$ cat src/rtl/fir_pe_seq.sv
// Sequencer between a valid/ready job stream and a nibble-serial FIR processing element.
// Each job is sent as two PE input beats, and the result comes back as two PE output beats.
module fir_pe_seq #(
    parameter int TIMEOUT = 16
) (
    input  logic       clk,
    input  logic       rst,
    input  logic       cfg_we,
    input  logic [7:0] cfg_coef,
    input  logic       s_valid,
    output logic       s_ready,
    input  logic [7:0] s_x,
    input  logic [7:0] s_y,
    output logic       m_valid,
    input  logic       m_ready,
    output logic [7:0] m_x,
    output logic [7:0] m_y,
    output logic [7:0] pe_Cin,
    output logic [3:0] pe_Xin,
    output logic [3:0] pe_Yin,
    output logic       pe_Rdy,
    input  logic [3:0] pe_Xout,
    input  logic [3:0] pe_Yout,
    input  logic       pe_Vld,
    output logic       err,
    input  logic       err_clr
);

    typedef enum logic [2:0] {
        IDLE,
        SEND_LO,
        SEND_HI,
        WAIT_LO,
        WAIT_HI,
        OUT
    } state_t;

    localparam logic [4:0] TIMEOUT_CNT = TIMEOUT[4:0];

    state_t     state, state_nxt;
    logic [7:0] x_q, y_q, coef_q, mx_q, my_q;
    logic [4:0] cnt_q, cnt_nxt;
    logic       err_set;

    always_comb begin
        state_nxt = state;
        cnt_nxt   = cnt_q;
        err_set   = 1'b0;
        s_ready   = 1'b0;
        m_valid   = 1'b0;
        pe_Rdy    = 1'b0;
        pe_Xin    = 4'h0;
        pe_Yin    = 4'h0;
        case (state)
            IDLE: begin
                s_ready = 1'b1;
                if (s_valid) state_nxt = SEND_LO;
            end
            SEND_LO: begin
                pe_Rdy    = 1'b1;
                pe_Xin    = x_q[3:0];
                pe_Yin    = y_q[3:0];
                state_nxt = SEND_HI;
            end
            SEND_HI: begin
                pe_Rdy    = 1'b1;
                pe_Xin    = x_q[7:4];
                pe_Yin    = y_q[7:4];
                cnt_nxt   = 5'd0;
                state_nxt = WAIT_LO;
            end
            WAIT_LO: begin
                if (pe_Vld) begin
                    state_nxt = WAIT_HI;
                end else begin
                    // Timeout fires at the end of the TIMEOUT-th cycle without a beat.
                    cnt_nxt = cnt_q + 5'd1;
                    if (cnt_q + 5'd1 == TIMEOUT_CNT) begin
                        err_set   = 1'b1;
                        state_nxt = IDLE;
                    end
                end
            end
            WAIT_HI: begin
                if (pe_Vld) begin
                    state_nxt = OUT;
                end else begin
                    err_set   = 1'b1;
                    state_nxt = IDLE;
                end
            end
            OUT: begin
                m_valid = 1'b1;
                if (m_ready) state_nxt = IDLE;
            end
            default: state_nxt = IDLE;
        endcase
    end

    always_ff @(posedge clk) begin
        if (rst) begin
            state  <= IDLE;
            cnt_q  <= 5'd0;
            x_q    <= 8'h00;
            y_q    <= 8'h00;
            coef_q <= 8'h00;
            mx_q   <= 8'h00;
            my_q   <= 8'h00;
            err    <= 1'b0;
        end else begin
            state <= state_nxt;
            cnt_q <= cnt_nxt;
            if (state == IDLE && s_valid) begin
                x_q <= s_x;
                y_q <= s_y;
            end
            // Coefficient only changes between jobs so Cin is stable across a whole job.
            if (state == IDLE && cfg_we) coef_q <= cfg_coef;
            if (state == WAIT_LO && pe_Vld) begin
                mx_q[3:0] <= pe_Xout;
                my_q[3:0] <= pe_Yout;
            end
            if (state == WAIT_HI && pe_Vld) begin
                mx_q[7:4] <= pe_Xout;
                my_q[7:4] <= pe_Yout;
            end
            if (err_set)      err <= 1'b1;
            else if (err_clr) err <= 1'b0;
        end
    end

    assign m_x    = mx_q;
    assign m_y    = my_q;
    assign pe_Cin = coef_q;

endmodule

$ cat config.mk
export PLATFORM = sky130hd
export DESIGN_NAME = fir_pe_seq
export DESIGN_NICKNAME = d
export VERILOG_FILES = /design/src/rtl/fir_pe_seq.sv
export SDC_FILE = /design/constraint.sdc
export NUM_CORES = 1
export LEC_CHECK = 0
export CAP_MARGIN = 5
export CORE_MARGIN = 2
export CORE_UTILIZATION = 45
export DETAILED_ROUTE_END_ITERATION = 8
export GPL_TIMING_DRIVEN = 0
export PLACE_DENSITY = 0.88
export SKIP_LAST_GASP = 1
export SLEW_MARGIN = 15
export SYNTH_ARGS = -nofsm -noshare
export SYNTH_HDL_FRONTEND = slang
export SYNTH_SLANG_ARGS = --single-unit
$ cat constraint.sdc
create_clock -name clk -period 2.3 [get_ports clk]
set_input_delay 0.69 -clock clk [delete_from_list [all_inputs] [get_ports clk]]
set_output_delay 0.69 -clock clk [all_outputs]
set_load 0.05 [all_outputs]
==> impl_metrics.csv <==
group,metric,value,unit
status,status,"finished clean",
synth,yosysTopAreaCell,"dfxtp_1",
worst_setup_path,worst-path-buf-inv,3,
power,p_int,1529,µW
global_routing,grt_pass1_wl,8.818,mm
worst_setup_path,crit_family,"buffers and inverters",
power,p_sw,607.8,µW
timing,setup_ws,0.07734,ns
route,viasPerCell,5.268,
hold_path,holdCritStartpoint,"m_x[0]",
synth,synth-edff-count,0,
clocking,cts-buffers-inserted,5,
layout,postLayoutCellArea,0.003133,mm²
worst_setup_path,cp-end-kind,"output pin",
power,combPwrFrac,0.228,
global_routing,grt_pass1_vias,1982,
route,wl,5.541,mm
timing,tightest_slew,0.6296,ns
floorplan,die_area,0.005375,mm²
synth,netlist-cell-type-count,35,
layout,fin_cells,403,
synth,synthArstFlopShare,0,
placement,gp_congestion,0.9211,
clocking,cts_root_buffer,"clkbuf_8",
power,clockPowerShare,0.344,
power,leakagePower,0.001142,µW
hold_path,hp-class,"reg -> reg",
placement,place_hpwl,3.902,mm
floorplan,fp.coreArea,0.004692,mm²
synth,syn_nets,307,
global_routing,grt.total_usage,0.2089,
timing,finalClockSkew,0.005170,ns
layout,antenna_cells,0,
layout,utilization,0.6677,
global_routing,grt_overflow,0,
timing,finalCritPeriodShare,0.9664,
synth,ys_seq_elements,49,
floorplan,die_w,73.32,µm
synth,synth_area,0.002162,mm²
worst_setup_path,max_stage_delay,0.31,ns
worst_setup_path,path_cells,"clkbuf_4 -> nor2b_4 -> buf_2 -> a22oi_1 -> nor2_2 -> buf_6",
timing,slew_headroom,0.5803,
clocking,cts_htree_levels,2,
floorplan,die_y,73.32,µm
clocking,cts_sinks,49,
timing,fmax,0.4499,GHz
timing,rsz0062_at_grt,"false",
worst_setup_path,worstPathArrival,1.53,ns
route,wire_per_inst,13.75,µm
worst_setup_path,rrSetupSlack,0.83,ns
global_routing,grt_max_degree,17,
placement,placed_cells,394,
worst_setup_path,crit_type,"reg -> out",
floorplan,initial_utilization,0.4608,
synth,synth_top_flop_cell,"dfxtp_1",
route,drc,0,
worst_setup_path,cp.required,1.61,ns
route,detail-route-antenna-nets,0,
power,power_frac_seq,0.428,
timing,setup_viol,0,
placement,io_buffers,73,
global_routing,antenna_found_initial,0,
worst_setup_path,critical-path-slowest-cell,"dfxtp_1",
synth,synth-seq-area-share,0.4537,
timing,whs,0.4580,ns
timing,slew_violations,0,
synth,ys_warn_count,0,
route,num_vias,2123,
worst_setup_path,critPathLaunch,"state[0]",
route,dr.pass1.iters,4,
clocking,cts_tree,"yes",
layout,area_growth_syn_to_layout,44.91,%
floorplan,rows,25,
synth,synth.area.top_cells,"dfxtp_1 (45%), nand2_1 (12%), a21oi_1 (6.9%)",
synth,synth_top_area_frac,0.4537,
synth,syn-instance-count,267,
synth,avgSynthCellArea,8.098,µm²
worst_setup_path,cp_max_fo,9,
worst_setup_path,timing.rr.start,"state[2]",
power,switching_share,0.2845,
clocking,clk_latency,0.31,ns
route,drtIter0Drc,129,
power,ir_worst_vdd,0.5162,mV
timing,hold_viol_final,0,
job,timing.max_cap.violations,0,
layout,drive_gt1_frac,0.1633,
layout,finalNetCount,388,
placement,dpl_cell_area,0.002980,mm²
placement,pre_cts_slack,-0.4466,ns
power,power_density,682.0,mW/mm²
clocking,clockBufferDepth,2,
worst_setup_path,startpoint_type,"register",
clocking,clkTransAtPathRegs,0.09,ns
timing,period_minus_slack,2.223,ns
floorplan,ioPinCount,75,
cell usage in the layout, fill, tap and decap left out, types with 2 or more instances in the layout:
cell              n
buf_6             8
nor2_2            8
a21oi_1          30
a22oi_1           9
dfxtp_1          49
o21ai_0           6
mux2i_1           8
nand2_1          71
buf_4             5
buf_2             6
clkbuf_8          5
nor2b_1           7
nand2b_1          3
nor2_1           14
nand2_2           2
a21oi_2          10
inv_1             2
clkbuf_1          5
and2_1            6
nor3_1            4
clkbuf_2          2
bufinv_16         2
clkdlybuf4s50_1  62
clkbuf_4          3
nand3_1           3
repair_timing:
item                       4_1_cts  5_1_grt
resized for setup               58       23
hold buffers                     0        0
setup endpoints to repair       11       11
buffers inserted                 0        0
cloned                           0        1
tightest hold or removal path: stages (launching register included):
cell,delay (ns)
dfxtp_1,0.32
nand2_1,0.05
a21oi_1,0.05
per-stage QoR:
step,TNS (ns),total power [µW]
global placement,-3.926,1401
CTS,-0.2296,2129
global route,0,2219
detailed placement,-3.880,1410
floorplan,0,1237
finish,0,2137
metal layers:
metal,track usage,up-vias,share of wire
met5,0,-,0
met1,0.2432,1004,0.40
met2,0.3764,62,0.53
li1,-,1049,-
met3,0.04664,8,0.056
met4,0.07071,0,0.014
path summary, 6_finish.rpt:
path,endpoint,cells after the start
worst max register to register,x_q[1],6
worst min register to register,m_x[0],2
worst max-delay path,pe_Xin[0],6
worst min-delay path,m_x[0],2
registers in the layout (all words and copies together) (netlist names):
signal and flops:
cnt_q 5, err 1, m_x 8, m_y 8, pe_Cin 8, state 3, x_q 8, y_q 8
synthesized netlist by cell type, types with 2 or more instances:
library cell  instances
o21ai_0               6
dfxtp_1              49
nand2b_1              3
buf_2                 5
and2_1                6
nor3_1                4
clkbuf_1              8
nor2_1               22
mux2i_1               8
nand2_2               2
inv_1                 2
buf_6                 3
a21oi_2              10
nand2_1              71
a22oi_1              10
a21oi_1              30
nor2b_1               8
nand3_1               3
final cells by class:
type | count | area, µm²
Inverter | 2 | 7.507
Multi-Input combinational cell | 197 | 1086
Tap cell | 54 | 67.56
Buffer | 19 | 131.4
Fill cell | 395 | 1559
Timing Repair Buffer | 74 | 721.9
Clock buffer | 5 | 68.82
Sequential cell | 49 | 980.9
Clock inverter | 3 | 68.82
logic make-up (layout without fill, tap and decap cells):
logic type / count (synthesis) / in the layout / synth area share
adders and majority gates: 1 / 1 / 0.005786
muxes: 8 / 8 / 0.03704
and+or+nand+nor: 124 / 124 / 0.2552
buffers and inverters: 21 / 103 / 0.05903
xor gates and xnor gates: 2 / 2 / 0.008103
AOI/OAI and AO/OA: 62 / 62 / 0.1811
DFF: 49 / 49 / 0.4537
power groups by stage:
stage	clock network (µW)	logic, µW	registers (µW)
floorplan	0	256	981
global placement	0	471	930
detailed placement	0	478	933
CTS	743	473	913
global route	777	523	919
finish	735	488	913
Power figures use the tool's default switching activity.
